### config.mk
export PLATFORM = sky130hd
export DESIGN_NAME = key_press_gen_module
export DESIGN_NICKNAME = d
export VERILOG_FILES = /design/src/rtl/key_press_gen_module.sv
export SDC_FILE = /design/constraint.sdc
export NUM_CORES = 1
export LEC_CHECK = 0
export BUFFER_PORTS_ARGS = -buffer_cell sky130_fd_sc_hd__buf_4
export CORE_ASPECT_RATIO = 1.75
export CORE_MARGIN = 10
export CORE_UTILIZATION = 40
export DETAILED_ROUTE_END_ITERATION = 6
export SYNTH_ARGS = -nofsm -noshare
export SYNTH_HDL_FRONTEND = slang
export SYNTH_SLANG_ARGS = --single-unit
export TNS_END_PERCENT = 20
### constraint.sdc
create_clock -name CLK -period 6.7 [get_ports CLK]
set_clock_uncertainty 0.2 [all_clocks]
set_input_delay 0.335 -clock CLK [delete_from_list [all_inputs] [get_ports CLK]]
set_output_delay 0.335 -clock CLK [all_outputs]
set_load 0.005 [all_outputs]
### src/rtl/key_press_gen_module.sv
// key_press_gen_module
// Transmit end of the virtual-key path. On each accepted press request the
// pin is driven low for a programmable hold time. Both edges may carry
// contact-bounce glitches. A quiet gap follows, and Done_Sig pulses once
// at the end of that gap.
//
// Handshake: Press_Req is a one-cycle request sampled only in IDLE (Busy=0).
// An accepted request starts the press on the next edge and raises Busy.
// Requests arriving while Busy=1 (guard, press, gap, Done cycle) are dropped
// and are never queued. Done_Sig marks the last busy cycle of each accepted
// request.
module key_press_gen_module #(
  parameter logic [12:0] T100US   = 13'd4_999,  // post-reset guard, cycles-1
  parameter logic [15:0] T1MS     = 16'd49_999, // one millisecond, cycles-1
  parameter logic [15:0] T_BOUNCE = 16'd9_999,  // bounce half-glitch, cycles-1
  parameter logic [2:0]  BOUNCE_N = 3'd2,       // glitches per edge, 0 = clean
  parameter logic [7:0]  GAP_MS   = 8'd10       // idle-high time before Done
) (
  input  logic       CLK,
  input  logic       RST,
  input  logic       Press_Req,
  input  logic [7:0] Hold_Ms,
  output logic       Pin_Out,
  output logic       Busy,
  output logic       Done_Sig,
  output logic [2:0] fsm_state
);

  typedef enum logic [2:0] {
    S_GUARD  = 3'd0,
    S_IDLE   = 3'd1,
    S_BNC_DN = 3'd2,
    S_HOLD   = 3'd3,
    S_BNC_UP = 3'd4,
    S_GAP    = 3'd5
  } state_t;

  localparam logic [15:0] GUARD_END  = {3'b000, T100US};
  localparam logic [2:0]  GL_LAST    = BOUNCE_N - 3'd1;
  localparam logic [7:0]  GAP_LAST   = GAP_MS - 8'd1;
  localparam logic        HAS_BOUNCE = (BOUNCE_N != 3'd0);
  localparam logic        ZERO_GAP   = (GAP_MS == 8'd0);

  state_t      state, state_n;
  logic [15:0] sub_cnt, sub_n;     // cycle counter, wraps at T1MS or T_BOUNCE
  logic [7:0]  ms_cnt, ms_n;       // milliseconds elapsed in HOLD / GAP
  logic [2:0]  gl_cnt, gl_n;       // completed glitches on the current edge
  logic        phase, phase_n;     // 0 = first half of a glitch, 1 = second
  logic [7:0]  hold_ms, hold_n;    // latched press length, never 0
  logic        pin_n;

  logic        bnc_wrap;
  logic        ms_wrap;
  logic        gap_end;

  assign bnc_wrap = (sub_cnt == T_BOUNCE);
  assign ms_wrap  = (sub_cnt == T1MS);
  // With a zero-length gap the single settled-high cycle is also the Done cycle.
  assign gap_end  = (state == S_GAP) &&
                    (ZERO_GAP || (ms_wrap && (ms_cnt == GAP_LAST)));

  assign Busy      = (state != S_IDLE);
  assign Done_Sig  = gap_end;
  assign fsm_state = state;

  // State and counter registers; reset forces the pin high without a clock.
  always_ff @(posedge CLK or posedge RST) begin
    if (RST) begin
      state   <= S_GUARD;
      sub_cnt <= 16'd0;
      ms_cnt  <= 8'd0;
      gl_cnt  <= 3'd0;
      phase   <= 1'b0;
      hold_ms <= 8'd1;
      Pin_Out <= 1'b1;
    end else begin
      state   <= state_n;
      sub_cnt <= sub_n;
      ms_cnt  <= ms_n;
      gl_cnt  <= gl_n;
      phase   <= phase_n;
      hold_ms <= hold_n;
      Pin_Out <= pin_n;
    end
  end

  // Next-state and counter sequencing for guard, press, bounce and gap.
  always_comb begin
    state_n = state;
    sub_n   = sub_cnt;
    ms_n    = ms_cnt;
    gl_n    = gl_cnt;
    phase_n = phase;
    hold_n  = hold_ms;

    case (state)
      S_GUARD: begin
        if (sub_cnt == GUARD_END) begin
          state_n = S_IDLE;
          sub_n   = 16'd0;
        end else begin
          sub_n = sub_cnt + 16'd1;
        end
      end

      S_IDLE: begin
        if (Press_Req) begin
          hold_n  = (Hold_Ms == 8'd0) ? 8'd1 : Hold_Ms;
          sub_n   = 16'd0;
          ms_n    = 8'd0;
          gl_n    = 3'd0;
          phase_n = 1'b0;
          state_n = HAS_BOUNCE ? S_BNC_DN : S_HOLD;
        end
      end

      S_BNC_DN, S_BNC_UP: begin
        if (bnc_wrap) begin
          sub_n = 16'd0;
          if (!phase) begin
            phase_n = 1'b1;
          end else begin
            phase_n = 1'b0;
            if (gl_cnt == GL_LAST) begin
              gl_n    = 3'd0;
              state_n = (state == S_BNC_DN) ? S_HOLD : S_GAP;
            end else begin
              gl_n = gl_cnt + 3'd1;
            end
          end
        end else begin
          sub_n = sub_cnt + 16'd1;
        end
      end

      S_HOLD: begin
        if (ms_wrap) begin
          sub_n = 16'd0;
          if (ms_cnt == (hold_ms - 8'd1)) begin
            ms_n    = 8'd0;
            state_n = HAS_BOUNCE ? S_BNC_UP : S_GAP;
          end else begin
            ms_n = ms_cnt + 8'd1;
          end
        end else begin
          sub_n = sub_cnt + 16'd1;
        end
      end

      S_GAP: begin
        if (gap_end) begin
          state_n = S_IDLE;
          sub_n   = 16'd0;
          ms_n    = 8'd0;
        end else if (ms_wrap) begin
          sub_n = 16'd0;
          ms_n  = ms_cnt + 8'd1;
        end else begin
          sub_n = sub_cnt + 16'd1;
        end
      end

      default: begin
        state_n = S_GUARD;
        sub_n   = 16'd0;
        ms_n    = 8'd0;
        gl_n    = 3'd0;
        phase_n = 1'b0;
      end
    endcase
  end

  // Pin level for the coming cycle, decoded from the next state and glitch phase.
  always_comb begin
    pin_n = 1'b1;
    case (state_n)
      S_BNC_DN: pin_n = phase_n;   // low half first, then high
      S_BNC_UP: pin_n = ~phase_n;  // high half first, then low
      S_HOLD:   pin_n = 1'b0;
      default:  pin_n = 1'b1;
    endcase
  end

endmodule

# Word-level counts from Yosys, hierarchy flattened

Cells that the tools add are included.

$add $sub $neg: 4
Equality and inequality tests: 20
Multiplexer cells: 33
Bitwise gates (word level): 3
Reductions and logical operators: 10

Operators by type and width:

| cell                    | count |
|---|---|
| $mux W16                | 5 |
| $pmux W16 S5            | 1 |
| $mux W8                 | 6 |
| $mux W3                 | 13 |
| $pmux W8 S4             | 1 |
| $add A16 B1 Y16 const B | 1 |
| $eq A16 B13 Y1 const B  | 1 |
| $eq A16 B14 Y1 const B  | 1 |
| $eq A16 B16 Y1 const B  | 1 |
| $pmux W3 S5             | 1 |
| $eq A3 B2 Y1 const B    | 4 |
| $eq A3 B3 Y1 const B    | 3 |
| $pmux W3 S3             | 1 |
| $add A8 B1 Y8 const B   | 1 |
| $eq A8 B4 Y1 const B    | 1 |
| $eq A8 B8 Y1            | 1 |
| $logic_not A8 Y1        | 1 |
| $ne A2 B2 Y1 const B    | 4 |
| $reduce_and A4 Y1       | 2 |
| $sub A8 B1 Y8 const B   | 1 |
| $eq A3 B1 Y1 const B    | 2 |
| $pmux W1 S3             | 2 |
| $reduce_or A3 Y1        | 2 |
| $add A3 B1 Y3 const B   | 1 |
| 8 further kinds         | 13 |

Bits in registers: 40
Input port bits: 11
Output and inout port bits: 6
Logic and storage cells: 77

# Depth between registers and ports, before layout

Gate-level depths: netlist of run 1.

Depth in word-level cells: 8
Mapped depth: 8
Depth with buffers taken out: 8

# Least setup slack after synthesis of run 1

OpenSTA, ideal clock, no wires.

Kind: reg-to-reg
From: register sub_cnt[4]
To: register sub_cnt[4]
Library setup time: 0.119 ns
Data arrival time: 2.146 ns
Data required time: 6.381 ns
Slack: 4.235 ns
Cell stages (with the launch flop): 8
Path buffers: 1
Clock period less this slack: 2.465 ns
Cell sequence: dfrtp_1 -> or4_4 -> nor4_2 -> a211oi_1 -> a211o_1 -> a211oi_4 -> buf_8 -> nor2_2

Longest elaborated chain between the ends: 5
Elaborated cells between the ends (all ways): 11
Classes of those cells: add/sub: 1; eq/ne: 3; mux: 5; reduce/logical: 2

Ends and longest elaborated chain:

| what                                                                    | line | text |
|---|---|---|
| start, declared                                                         | 45   | `logic [15:0] sub_cnt, sub_n;` |
| start signal, assigned                                                  | 78   | `sub_cnt <= sub_n;` |
| parallel branches: the longest is 4 deep, another holds $add A16 B1 Y16 | -    |  |
| $pmux W16 S5 *                                                          | 96   | `case (state)` |

Mark *: on every way between the ends.
A chain may end at the register's enable or synchronous reset.

# Final worst setup path of run 1

From: register sub_cnt[4]
To: register sub_cnt[3]

Longest elaborated chain between the ends: 5
Elaborated cells between the ends (all ways): 10
Classes of those cells: eq/ne: 3; mux: 5; reduce/logical: 2

Ends and longest elaborated chain:

| what                | line | text |
|---|---|---|
| $eq A16 B16 Y1      | 57   | `assign ms_wrap = (sub_cnt == T1MS);` |
| $logic_and A1 B1 Y1 | 60   | `(ZERO_GAP \|\| (ms_wrap && (ms_cnt == GAP_LAST)));` |
| $logic_and A1 B1 Y1 | 59   | `assign gap_end = (state == S_GAP) &&` |
| $mux W16            | 151  | `if (gap_end) begin` |
| $pmux W16 S5 *      | 96   |  |

Every way passes the cells marked *; elsewhere a longest branch is shown, timed or not.

==> reports/results.tsv, run 1 <==
stage	metric	value	unit
setup_path	Worst R2R Setup Slack	3.77	ns
yosys	Post-synth ARST share	1.00	
cells_and_area	area grow syn2layout	11.1	%
yosys	Avg Cell Area, Syn	8.92	um2
yosys	cell count after synthesis	294	
setup_path	Crit Path Max Fanout	14	
timing	Slew Limit Fails	0	
yosys	largest area contributor in the netlist	dfrtp_1	
yosys	Mapped Nets	309	
clock_network	TritonCTS clock tree	built	
power_and_ir_drop	Pwr Total	866	uW
grt	Overflow after GRT	0	
power_and_ir_drop	Int Power	560	uW
routing	Iter 0 DRT Violations	66	
grt	initial antenna violation count	0	
placement	post-DP HPWL	4530	um
power_and_ir_drop	register share of total power	0.420	
yosys	Synth area leaders	dfrtp_1, nand2_1, xor2_1	
setup_path	Worst Path Arrival	2.86	ns
clock_network	hold_buf cts	0	
floorplanning	Die Height	127	um
timing	Max-Slew Margin vs Limit	0.415	
yosys	Post-synth top cells	nand2_1, dfrtp_1, nor2_1	
cells_and_area	layout cells sized above 1	0.156	
timing	Final min period	2.93	ns
timing	# setup viols final	0	
power_and_ir_drop	Power per Cell Area	297	mW/mm2
floorplanning	Initial Util	0.407	
job	Max Cap Violations	0	
power_and_ir_drop	Switching Share	0.354	
yosys	Seq/Total Area, Yosys	0.383	
yosys	most frequent cell after synthesis	nand2_1	
cells_and_area	fillers	673	
clock_network	Clk Latency, worst-skew pair	0.28	ns
clock_network	H-tree Lvls	2	
setup_path	Critical Path RT	6.63	ns
floorplanning	io pins	17	
grt	number of global-route vias before repair	2165	
status	failing checks	negative hold slack	
routing	DRT antenna net count	0	
cells_and_area	ANT cells	0	
setup_path	cells along the critical path	or4_4 > nor4_2 > a211oi_1 > a211o_1 > a211oi_4 > nor3b_1	
yosys	yosys warns	0	
setup_path	crit start category	flop	
setup_path	Slowest cell on crit path	a211oi_4	
placement	PortBufs	16	
status	outcome	finished, violations left	
floorplanning	Die W	81.2	um
routing	vias per std cell	5.49	
floorplanning	die area	0.0103	mm2
routing	final wirelength	5930	um
yosys	area share of the largest cell type after synthesis	0.363	
clock_network	post-CTS sizing	0	
power_and_ir_drop	clock network power share	0.260	
timing	worst slew pin tran	0.875	ns
power_and_ir_drop	P_leak	1.23	nW
power_and_ir_drop	Comb power frac	0.320	
clock_network	Reg clk slew, reported paths	0.05	ns
yosys	Mapped Area	0.00262	mm2
timing	unrepaired setup endpoints after global routing	no	
cells_and_area	final non-filler cell area	0.00291	mm2
clock_network	clk root buf	clkbuf_16	
yosys	Yosys cell types	63	
setup_path	reg2reg start	sub_cnt[4]	
placement	# placed instances	382	
timing	setup TNS after final layout	0	ns
min_path	Hold Path Class	in -> async	
clock_network	clock buffer depth	2	
grt	largest net degree at the start of global routing	41	
placement	GPL Wtd Cong	0.839	
timing	Max Clk Rate	0.341	GHz
yosys	flops & latches, synth	40	
cells_and_area	fin util	0.452	
clock_network	setup bufs post-CTS	0	
setup_path	CP peak stage delay	0.73	ns
placement	placed inst area	0.00278	mm2
floorplanning	Rows	39	
setup_path	critical path class	reg -> reg	
routing	DRC errors left	0	
cells_and_area	final std cells w/o fill	389	
power_and_ir_drop	maximum VDD drop	0.149	mV
clock_network	cts bufs inserted	5	
routing	1st-pass router iterations	5	
setup_path	Critical Path End Type	flop	
timing	Tcrit/Tclk final	0.438	
grt	Total GRT Usage	0.126	
timing	hold_ws	-0.0121	ns
grt	first-pass GRT wire length	10400	um
power_and_ir_drop	sw power	306	uW
routing	Via Count	2137	
yosys	Post-synth EDFFs	0	
cells_and_area	Final nets	322	
setup_path	CP startpoint	sub_cnt[4]	
timing	endpoints failing hold	26	
routing	drt wl/cell	15.2	um
floorplanning	Core ar.	0.00644	mm2
clock_network	clock sink count	40	
yosys	Synth Flop Type	dfrtp_1	
[worst paths after layout]
kind	endpoint	cells past startpoint
min in group CLK	hold_ms[4]	3
worst max register to register	sub_cnt[3]	6
worst min register to register	hold_ms[0]	2
worst max-delay path	sub_cnt[3]	6
worst min-delay path	sub_cnt[9]	3
max in group asynchronous	hold_ms[0]	3
[cell families (layout without fill, tap and decap cells)]
family,after synthesis,in the layout,synth area share
and+or+nand+nor,151,151,0.314
AOI/OAI and AO/OA,46,46,0.131
DFF,40,40,0.383
xor gates and xnor gates,24,24,0.0802
buffers and inverters,21,34,0.0425
muxes,8,8,0.0310
adders and majority gates,4,4,0.0191
[area by class of cell]
| type | instances | area [um2] | area share |
|---|---|---|---|
| Multi-Input combinational cell | 233 | 1510 | 0.518 |
| Sequential cell | 40 | 1000 | 0.345 |
| Clock buffer | 6 | 129 | 0.0442 |
| Timing Repair Buffer | 17 | 128 | 0.0438 |
| Tap cell | 82 | 103 | 0.0352 |
| Inverter | 10 | 37.5 | 0.0129 |
| Clock inverter | 1 | 5.00 | 0.00172 |
[power groups by stage]
stage	logic, mW	clock network (mW)	registers [mW]
floorplan	0.247	0	0.338
global placement	0.276	0	0.366
detailed placement	0.279	0	0.369
CTS	0.282	0.232	0.364
global route	0.312	0.245	0.374
finish	0.277	0.225	0.364
[placed cells by master (no fill, tap or decap), types with 2 or more instances in the layout]
master | synthesis | layout
a21oi_1 | 8 | 8
clkbuf_16 | 0 | 5
xnor2_1 | 10 | 10
nor3_1 | 17 | 17
nand4_1 | 8 | 8
and3_1 | 8 | 8
o21ai_1 | 3 | 3
dfstp_2 | 2 | 2
mux2i_1 | 7 | 7
buf_4 | 0 | 17
o21a_1 | 3 | 3
a31oi_1 | 4 | 4
nor3b_1 | 3 | 3
ha_1 | 4 | 4
nand2_1 | 47 | 47
o21bai_1 | 2 | 2
nor2_2 | 12 | 12
o21ai_0 | 5 | 5
a32o_1 | 2 | 2
inv_1 | 10 | 10
or3_1 | 6 | 6
dfrtp_1 | 38 | 38
xor2_1 | 14 | 14
nand2b_1 | 2 | 2
a211oi_1 | 2 | 2
nor3_4 | 2 | 2
a211o_1 | 2 | 2
nor2_1 | 22 | 22
nand3_1 | 8 | 8
[per-stage QoR]
step,hold WS [ns],worst slack (ns)
after global placement,0.304,3.81
after CTS,0.00877,3.73
final,-0.0121,3.77
after detailed placement,0.311,3.75
after floorplan,0.240,4.24
after global routing,0.0319,3.52
[worst max-delay path, delay by kind of cell, from the launching register on]
| kind | cells | cell delay [ns] |
|---|---|---|
| AO/OA/AOI/OAI | 3 | 1.18 |
| flip-flops | 1 | 0.43 |
| AND/OR/NAND/NOR | 3 | 0.97 |
[metal layers]
metal  part of all wire  GRT usage  up-vias  wire, um
li1                   -          -     1077         -
met1               0.40      0.136     1015      2370
met2               0.54      0.220       30      3220
met3              0.025     0.0288       15       146
met4              0.032     0.0645        0       189
met5                  0          0        -         0
[registers in the layout (all words and copies together), names as in the netlist]
register	cells
ms_cnt	8
sub_cnt	16
fsm_state	3
gl_cnt	3
Pin_Out	1
phase	1
hold_ms	8
Note: power is estimated with default switching activity, not from simulation.
==> run 2, diff against run 1 <==
Clock period 6.7 ns to 2.8 ns, I/O delays scaled along.
==> reports/results.tsv, run 2 (same netlist as run 1, synthesis figures left out) <==
stage	metric	value	unit
clock_network	clock buffer depth	2	
power_and_ir_drop	maximum VDD drop	0.379	mV
timing	fin worst setup slack	0.200	ns
job	Max Cap Violations	0	
routing	DRC errors left	0	
clock_network	clock sink count	40	
min_path	hold wc startpoint	Press_Req	
placement	placed inst area	0.00285	mm2
setup_path	Slowest cell on crit path	dfstp_2	
cells_and_area	layout cells sized above 1	0.182	
placement	post-DP HPWL	4840	um
setup_path	Critical Path RT	2.76	ns
setup_path	Worst Path Arrival	2.56	ns
setup_path	CP startpoint	hold_ms[0]	
routing	vias per std cell	5.55	
setup_path	reg2reg start	hold_ms[0]	
placement	PortBufs	16	
timing	# setup viols final	0	
setup_path	critical path class	reg -> reg	
grt	Overflow after GRT	0	
routing	final wirelength	6440	um
floorplanning	Die Height	127	um
cells_and_area	final non-filler cell area	0.00309	mm2
setup_path	CP peak stage delay	0.54	ns
setup_path	crit start category	flop	
clock_network	setup bufs post-CTS	0	
cells_and_area	fin util	0.480	
cells_and_area	Final nets	339	
clock_network	H-tree Lvls	2	
grt	number of global-route vias before repair	2311	
setup_path	cells along the critical path	inv_1 > ha_1 > nor3b_1 > xnor2_1 > a2111oi_0 > and4b_1 > a21oi_1 > or3_1	
cells_and_area	most common cell after layout, fill and taps aside	nand2_1	
grt	Total GRT Usage	0.135	
timing	Tcrit/Tclk final	0.929	
floorplanning	Die W	81.2	um
power_and_ir_drop	Power per Cell Area	697	mW/mm2
floorplanning	Core ar.	0.00644	mm2
power_and_ir_drop	P_leak	1.32	nW
floorplanning	die area	0.0103	mm2
cells_and_area	largest reg by FF count	sub_cnt	
floorplanning	Initial Util	0.407	
routing	1st-pass router iterations	4	
cells_and_area	largest registers	sub_cnt: 16 flops, hold_ms: 8 flops, ms_cnt: 8 flops	
timing	unrepaired setup endpoints after global routing	no	
floorplanning	io pins	17	
cells_and_area	most frequent cells in the layout	nand2_1, dfrtp_1, buf_4	
cells_and_area	ANT cells	0	
timing	setup TNS after final layout	0	ns
min_path	Hold Path Class	in -> reg	
clock_network	clk root buf	clkbuf_16	
timing	Slew Limit Fails	0	
grt	initial antenna violation count	0	
routing	drt wl/cell	15.8	um
placement	GPL Wtd Cong	0.907	
clock_network	cts bufs inserted	5	
status	outcome	finished clean	
cells_and_area	area grow syn2layout	17.8	%
setup_path	Crit Path Max Fanout	5	
timing	endpoints failing hold	0	
cells_and_area	Largest register FFs	16	
floorplanning	Rows	39	
routing	Via Count	2258	
placement	worst slack at placement	0.221	ns
routing	Iter 0 DRT Violations	89	
setup_path	Critical Path End Type	flop	
routing	DRT antenna net count	0	
grt	largest net degree at the start of global routing	41	
clock_network	TritonCTS clock tree	built	
grt	first-pass GRT wire length	11100	um
cells_and_area	fillers	641	
timing	Final min period	2.60	ns
clock_network	Clk Latency, worst-skew pair	0.29	ns
timing	worst slew pin tran	0.556	ns
clock_network	Reg clk slew, reported paths	0.06	ns
timing	Max-Slew Margin vs Limit	0.628	
timing	Max Clk Rate	0.385	GHz
-- run 2: through the flow --
| stage | power [mW] | instances | hold slack (ns) |
|---|---|---|---|
| floorplan | 1.40 | 294 | 0.0454 |
| global placement | 1.59 | 390 | 0.112 |
| detailed placement | 1.60 | 390 | 0.112 |
| CTS | 2.19 | 407 | 0.180 |
| global route | 2.32 | 407 | 0.188 |
| finish | 2.15 | 407 | 0.195 |
-- run 2: worst paths after layout --
check / slack, ns / cells past startpoint / end
max in group asynchronous: 1.68 / 4 / hold_ms[0]
worst max register to register: 0.20 / 8 / fsm_state[0]
min in group asynchronous: 0.34 / 4 / sub_cnt[10]
worst min register to register: 0.32 / 2 / hold_ms[0]
worst max-delay path: 0.20 / 8 / fsm_state[0]
worst min-delay path: 0.19 / 3 / gl_cnt[0]
-- run 2: cell type report --
| type | instances | area (um2) | share of cell area |
|---|---|---|---|
| clock inverters | 3 | 18.8 | 0.00607 |
| inverters | 10 | 37.5 | 0.0121 |
| well taps | 82 | 103 | 0.0332 |
| flip-flops and latches | 40 | 1000 | 0.325 |
| clock buffers | 5 | 125 | 0.0405 |
| multi-input cells | 233 | 1510 | 0.489 |
| repair buffers | 34 | 290 | 0.0939 |
-- run 2: what timing repair did --
action / CTS / global route
setup endpoints to repair: 0 / 1
hold endpoints to repair: 46 / 0
resized for setup: 0 / 1
hold buffers: 9 / 0
-- run 2: per-layer routing --
metal | global-route usage | up-vias | share of wire
li1 | - | 1105 | -
met1 | 0.138 | 1094 | 0.38
met2 | 0.243 | 40 | 0.55
met3 | 0.0260 | 19 | 0.026
met4 | 0.0757 | 0 | 0.039
met5 | 0 | - | 0
-- run 2: worst max-delay path: cells and delay by family, from the launching register on --
family	cells	cell delay, ns
xor gates and xnor gates	1	0.12
AOI/OAI and AO/OA	2	0.45
buffers and inverters	1	0.06
DFF	1	0.54
adders and majority gates	1	0.23
and+or+nand+nor	3	0.88
-- run 2: power by group --
part	internal, mW	leakage (nW)	switching [mW]
sequential	0.704	0.524	0.151
combinational	0.360	0.723	0.379
clock	0.328	0.0736	0.233
